$ cat config.mk
export PLATFORM = sky130hd
export DESIGN_NAME = tiny_dnn_ex_seq
export DESIGN_NICKNAME = d
export VERILOG_FILES = /design/src/rtl/tiny_dnn_ex_seq.sv
export SDC_FILE = /design/constraint.sdc
export NUM_CORES = 1
export LEC_CHECK = 0
export CAP_MARGIN = 5
export CORE_MARGIN = 4
export CORE_UTILIZATION = 25
export DETAILED_ROUTE_END_ITERATION = 8
export SLEW_MARGIN = 20
export SYNTH_ARGS = -nofsm -noshare
export SYNTH_HDL_FRONTEND = slang
export SYNTH_SLANG_ARGS = --single-unit
$ cat constraint.sdc
create_clock -name clk -period 20.6 [get_ports clk]
set_input_delay 3.09 -clock clk [delete_from_list [all_inputs] [get_ports clk]]
set_output_delay 3.09 -clock clk [all_outputs]
set_load 0.1 [all_outputs]
$ cat src/rtl/tiny_dnn_ex_seq.sv
// Execution sequencer for the tiny-dnn conv/FC datapath: walks dc/oy/ox x ic/fy/fx and emits buffer addresses.
// Optional macro TINY_DNN_EX_SEQ_STRIDE_EN enables the runtime forward stride (otherwise stride is ignored).
module tiny_dnn_ex_seq #(
   parameter int DW  = 4,
   parameter int SW  = 5,
   parameter int IAW = 12,
   parameter int WAW = 10,
   parameter int STW = 2
) (
   input  logic           clk,
   input  logic           rst,
   input  logic           s_init,
   input  logic           backprop,
   input  logic           out_busy,
   input  logic           outr,
   input  logic [DW-1:0]  dd,
   input  logic [DW-1:0]  id,
   input  logic [IAW-1:0] is,
   input  logic [SW-1:0]  ih,
   input  logic [SW-1:0]  iw,
   input  logic [SW-1:0]  oh,
   input  logic [SW-1:0]  ow,
   input  logic [WAW-1:0] fs,
   input  logic [WAW-1:0] ks,
   input  logic [SW-1:0]  kh,
   input  logic [SW-1:0]  kw,
   input  logic [STW-1:0] stride,
   output logic           busy,
   output logic           k_init,
   output logic           k_fin,
   output logic           exec,
   output logic [IAW-1:0] ia,
   output logic [WAW-1:0] wa,
   output logic           s_fin
);
   localparam int YW = SW + STW + 1;

   typedef enum logic [2:0] {IDLE, KINIT, EXEC, KFIN, WAIT, DONE} state_t;

   state_t         state_q;
   logic [DW-1:0]  dc_q, ic_q;
   logic [SW-1:0]  oy_q, ox_q, fy_q, fx_q;
   logic           fin_q;
   logic [2:0]     dly_q;

   logic           bp_q;
   logic [DW-1:0]  dd_q, id_q;
   logic [IAW-1:0] is_q;
   logic [SW-1:0]  ih_q, iw_q, oh_q, ow_q, kh_q, kw_q;
   logic [WAW-1:0] fs_q, ks_q;

   logic signed [YW-1:0] yy_c, xx_c;
   logic [SW-1:0]  sy_c, ey_c, sx_c, ex_c;
   logic [IAW-1:0] row_c, col_c, ia_c;
   logic [WAW-1:0] wa_c;
   logic           inner_last, outer_last;

   function automatic logic signed [YW-1:0] bp_base(input logic [SW-1:0] o, input logic [SW-1:0] k);
      logic signed [SW:0] d;
      d = $signed({1'b0, o}) - $signed({1'b0, k});
      return YW'(d);
   endfunction

   function automatic logic [SW-1:0] bp_start(input logic signed [YW-1:0] b);
      return b[YW-1] ? SW'(-b) : '0;
   endfunction

   // Rows/columns past the input edge shrink the kernel window from the far side.
   function automatic logic [SW-1:0] bp_end(input logic signed [YW-1:0] b, input logic [SW-1:0] o,
                                            input logic [SW-1:0] i, input logic [SW-1:0] k);
      return (o > i) ? SW'($signed(YW'(i)) - b) : k;
   endfunction

`ifdef TINY_DNN_EX_SEQ_STRIDE_EN
   logic [STW-1:0] st_q;

   function automatic logic signed [YW-1:0] fw_base(input logic [SW-1:0] o, input logic [STW-1:0] s);
      logic [STW-1:0] st;
      st = (s == '0) ? STW'(1) : s;
      return $signed({1'b0, (YW-1)'(o) * (YW-1)'(st)});
   endfunction

   always_ff @(posedge clk) begin
      if (state_q == IDLE && s_init) st_q <= stride;
   end

   always_comb begin
      yy_c = bp_q ? bp_base(oy_q, kh_q) : fw_base(oy_q, st_q);
      xx_c = bp_q ? bp_base(ox_q, kw_q) : fw_base(ox_q, st_q);
   end
`else
   logic unused_stride;
   assign unused_stride = ^stride;

   function automatic logic signed [YW-1:0] fw_base(input logic [SW-1:0] o);
      return $signed({1'b0, (YW-1)'(o)});
   endfunction

   always_comb begin
      yy_c = bp_q ? bp_base(oy_q, kh_q) : fw_base(oy_q);
      xx_c = bp_q ? bp_base(ox_q, kw_q) : fw_base(ox_q);
   end
`endif

   always_comb begin
      sy_c = bp_q ? bp_start(yy_c) : '0;
      sx_c = bp_q ? bp_start(xx_c) : '0;
      ey_c = bp_q ? bp_end(yy_c, oy_q, ih_q, kh_q) : kh_q;
      ex_c = bp_q ? bp_end(xx_c, ox_q, iw_q, kw_q) : kw_q;
   end

   always_comb begin
      row_c = IAW'(yy_c + YW'($signed({1'b0, fy_q})));
      col_c = IAW'(xx_c + YW'($signed({1'b0, fx_q})));
      ia_c  = IAW'(dc_q) * is_q + IAW'(ic_q) * is_q + row_c * (IAW'(iw_q) + IAW'(1)) + col_c;
      wa_c  = WAW'(dc_q) * fs_q + WAW'(ic_q) * (ks_q + WAW'(1))
            + WAW'(fy_q) * (WAW'(kw_q) + WAW'(1)) + WAW'(fx_q);
   end

   assign inner_last = (fx_q == ex_c) && (fy_q == ey_c) && (ic_q == id_q);
   assign outer_last = (dc_q == dd_q) && (oy_q == oh_q) && (ox_q == ow_q);

   // Configuration is captured when a sequence is accepted and held for its duration.
   always_ff @(posedge clk) begin
      if (state_q == IDLE && s_init) begin
         bp_q <= backprop;
         dd_q <= dd;
         id_q <= id;
         is_q <= is;
         ih_q <= ih;
         iw_q <= iw;
         oh_q <= oh;
         ow_q <= ow;
         fs_q <= fs;
         ks_q <= ks;
         kh_q <= kh;
         kw_q <= kw;
      end
   end

   always_ff @(posedge clk) begin
      if (rst) begin
         state_q <= IDLE;
         dc_q    <= '0;
         ic_q    <= '0;
         oy_q    <= '0;
         ox_q    <= '0;
         fy_q    <= '0;
         fx_q    <= '0;
         fin_q   <= 1'b0;
         dly_q   <= '0;
      end else begin
         case (state_q)
            IDLE: begin
               if (s_init) begin
                  state_q <= KINIT;
                  dc_q    <= '0;
                  oy_q    <= '0;
                  ox_q    <= '0;
               end
            end
            KINIT: begin
               state_q <= EXEC;
               ic_q    <= '0;
               fy_q    <= sy_c;
               fx_q    <= sx_c;
            end
            EXEC: begin
               if (fx_q != ex_c) begin
                  fx_q <= fx_q + SW'(1);
               end else begin
                  fx_q <= sx_c;
                  if (fy_q != ey_c) begin
                     fy_q <= fy_q + SW'(1);
                  end else begin
                     fy_q <= sy_c;
                     ic_q <= ic_q + DW'(1);
                  end
               end
               if (inner_last) begin
                  state_q <= KFIN;
                  fin_q   <= outer_last;
                  if (ox_q != ow_q) begin
                     ox_q <= ox_q + SW'(1);
                  end else begin
                     ox_q <= '0;
                     if (oy_q != oh_q) begin
                        oy_q <= oy_q + SW'(1);
                     end else begin
                        oy_q <= '0;
                        dc_q <= dc_q + DW'(1);
                     end
                  end
               end
            end
            KFIN: begin
               if (fin_q) begin
                  state_q <= DONE;
                  dly_q   <= 3'd2;
               end else if (!out_busy) begin
                  state_q <= EXEC;
                  ic_q    <= '0;
                  fy_q    <= sy_c;
                  fx_q    <= sx_c;
               end else begin
                  state_q <= WAIT;
               end
            end
            WAIT: begin
               if (!out_busy) begin
                  state_q <= EXEC;
                  ic_q    <= '0;
                  fy_q    <= sy_c;
                  fx_q    <= sx_c;
               end
            end
            DONE: begin
               // dly_q counts cycles since the final exec cycle.
               if (dly_q >= 3'd4 && !outr) begin
                  state_q <= IDLE;
               end else if (dly_q < 3'd4) begin
                  dly_q <= dly_q + 3'd1;
               end
            end
            default: state_q <= IDLE;
         endcase
      end
   end

   assign busy   = (state_q != IDLE);
   assign exec   = (state_q == EXEC);
   assign k_fin  = (state_q == KFIN);
   assign k_init = (state_q == KINIT) | ((state_q == KFIN) & ~fin_q & ~out_busy)
                 | ((state_q == WAIT) & ~out_busy);
   assign s_fin  = (state_q == DONE) & (dly_q >= 3'd4) & ~outr;
   assign ia     = exec ? ia_c : '0;
   assign wa     = exec ? wa_c : '0;

endmodule

==> summary.json <==
{
  "placed_design": {
    "placed_cells_incl_taps": 2214,
    "gp_routability_congestion": 0.850,
    "placed_cell_area_sq_mm": 0.0154,
    "place.detailed.hpwl_um": 28700,
    "port_buffers": 102
  },
  "layout": {
    "regMostFlops": "is_q",
    "syn2layout_area_growth_pct": 15.8,
    "largest_registers": "is_q: 12 flops, fs_q: 10 flops, ks_q: 10 flops",
    "n_fill_cell": 5499,
    "number_of_diodes_added_for_antenna_fixing": 0,
    "layout.area.seq_sq_mm": 0.00283,
    "largest_register_ffs": 12,
    "stdcell_count": 2230,
    "postLayoutCellArea_sq_mm": 0.0157,
    "nets": 1913,
    "final_layout_size_suffix_gt1_share_pct": 2.98,
    "multi_input_area_sq_mm": 0.00947
  },
  "synth": {
    "yosys-top-cells-area": "fa_1 (26%), edfxtp_1 (16%), ha_1 (11%)",
    "dominantRegCellSynth": "edfxtp_1",
    "syn_avg_cell_area_sq_um": 9.33,
    "synth_enable_flop_cells": 71,
    "yosys.area.top_type_share_pct": 26.5,
    "synthesis.yosys.warnings": 0,
    "seq_total_area_yosys_pct": 20.9,
    "yosysTopAreaCell": "fa_1",
    "syn_inst": 1450,
    "syn_area_sq_mm": 0.0135,
    "synth.ff_latch_count": 106,
    "async_reset_ff_share_pct": 0,
    "post_synth_most_frequent_cells": "inv_1 (288), fa_1 (179), nand2_1 (158)",
    "synth_cell_types": 67,
    "post_syn_nets": 1826,
    "yosysMostFrequentCell": "inv_1"
  },
  "clock_network": {
    "clk_root_buf": "clkbuf_16",
    "tritoncts": "done",
    "hold_buffer_count_at_cts": 0,
    "path_clk_slew_ns": 0.07,
    "insertion_delay_ns": 0.39,
    "tritoncts_sinks": 106,
    "post_cts_resized": 0,
    "clock_path_buffers": 2,
    "cts-htree-levels": 3,
    "cts_buffers": 9,
    "post-cts-setup-buffers": 0
  },
  "routing": {
    "dr.first_iter.drc_count": 581,
    "drt_drc_violations_left": 0,
    "detailroute.via_count": 10000,
    "wl_um": 35300,
    "antenna_violating_nets_post_route": 0,
    "post_dr_vias_cell": 4.48,
    "routedWlPerCell_um": 15.8,
    "drt_first_pass_iters": 5
  },
  "worst_setup_path": {
    "path_common_cell": "fa_1",
    "worstPathMaxFanout": 7,
    "critical_path.max_stage_delay_ns": 1.15,
    "timing.critical_path.from_type": "register",
    "cp.buffers_inverters": 7,
    "end_kind": "output port",
    "critical_path.slowest_cell": "clkdlybuf4s50_1",
    "cp.arrival_ns": 10.08,
    "cpLargestDelayFamily": "adder cells",
    "critical_path_required_ns": 17.51,
    "timing_worst_setup_path_type": "register to output port"
  },
  "global_route": {
    "global_route.peak_usage_layer": "met2",
    "grt_usage_pct": 12.7,
    "grt_max_degree": 41,
    "grt_first_pass_wirelength_um": 57600,
    "grt_antenna_before_repair": 1,
    "met2_track_utilization_from_global_routing_pct": 21.6,
    "met3_use_gr_pct": 2.42,
    "met1_usage_pct": 16.9,
    "first_global_vias": 10700,
    "grt_remaining_overflow": 0
  },
  "timing": {
    "final_hold_viol_count": 0,
    "timing_worst_slew_pin_value_ns": 1.06,
    "grt_setup_unrepaired": "false",
    "post-route-min-period_ns": 13.17,
    "finalMaxSlewViolations": 0,
    "final.hold.worst_slack_ns": 0.508,
    "layout_worst_path_cycle_share_pct": 64.0,
    "setup-tns-final_ns": 0,
    "finClkSkew_ns": 0.0218,
    "setup-violations-final": 0,
    "max_freq_ghz": 0.0759,
    "timing.max_slew.rel_slack_pct": 29.4
  },
  "hold_path": {
    "hp-class": "register to register"
  },
  "die": {
    "die_w_um": 241,
    "design.die.area_sq_mm": 0.0579,
    "row_count": 84,
    "num_io_pins": 105,
    "die-height_um": 241,
    "initial_core_util_pct": 25.5,
    "core-area_sq_mm": 0.0531
  },
  "pwr": {
    "total_power_mw": 1.45,
    "max-vdd-ir-drop_mv": 0.0716,
    "power.density_mw_per_mm2": 92.8,
    "cellLeakagePower_nw": 6.58
  },
  "status": {
    "status": "completed"
  },
  "run": {
    "drv.max_cap_violation_count": 0
  }
}
-- worst paths after layout --
check | depth (start not counted) | slack, ns | from | to
min | 2 | 0.51 | fin_q | fin_q
max reg2reg | 15 | 15.69 | oy_q[0] | ox_q[2]
max | 30 | 7.43 | oy_q[0] | ia[11]
min reg2reg | 2 | 0.51 | fin_q | fin_q
-- worst register-to-register path, stage by stage (launching register included) --
cell and delay [ns]:
dfxtp_1 0.47, inv_1 0.13, ha_1 0.23, inv_1 0.07, fa_1 0.40, mux2i_1 0.63
ha_1 0.37, nand3b_1 0.10, a21boi_0 0.10, o21ai_0 0.17, a21oi_1 0.09, or4b_4 0.57
nor4_4 0.54, a21oi_2 0.27, or4b_1 0.57, a21oi_1 0.15
-- kinds of logic after synthesis --
| kind of cell | after synthesis | share of synthesized area (%) |
|---|---|---|
| AOI/OAI and AO/OA | 153 | 7.35 |
| xor gates and xnor gates | 118 | 7.84 |
| adders and majority gates | 298 | 37.5 |
| buffers and inverters | 327 | 9.17 |
| DFF | 106 | 20.9 |
| muxes | 8 | 0.601 |
| and+or+nand+nor | 440 | 16.6 |
-- metal layers --
layer,routed length (um),vias up
met5,7,-
met2,17100,258
met3,2070,33
met1,15500,4935
li1,-,4772
met4,606,2
-- where the power goes --
group          switching [mW]  total, mW  leakage (nW)  internal, mW
Sequential             0.0345      0.287         0.958         0.252
Clock                  0.0972      0.187         0.151        0.0897
Combinational           0.588      0.981          5.47         0.394
Total                   0.719       1.45          6.58         0.735
-- layout by cell type (no fill, tap or decap), drive strengths merged, types with 45 or more instances in the layout --
cell           count
ha               119
nor2              52
clkdlybuf4s50    102
fa               179
a21oi             45
inv              291
and2              84
edfxtp            71
xnor2             89
nand2            158
-- stage by stage --
step                util [%]  worst slack (ns)
floorplan                  -              8.83
global placement        28.9              7.89
detailed placement      28.9              7.73
CTS                     29.5              7.28
global route            29.5              6.75
finish                  29.5              7.43
-- cell type report --
type | instances | area share, %
clock buffer | 10 | 1.53
clock inverter | 6 | 0.431
timing repair buffer | 115 | 7.14
inverter | 288 | 6.90
multi-input combinational | 1017 | 60.4
tap | 688 | 5.49
sequential | 106 | 18.1
Note: power is estimated with default switching activity, not from simulation.
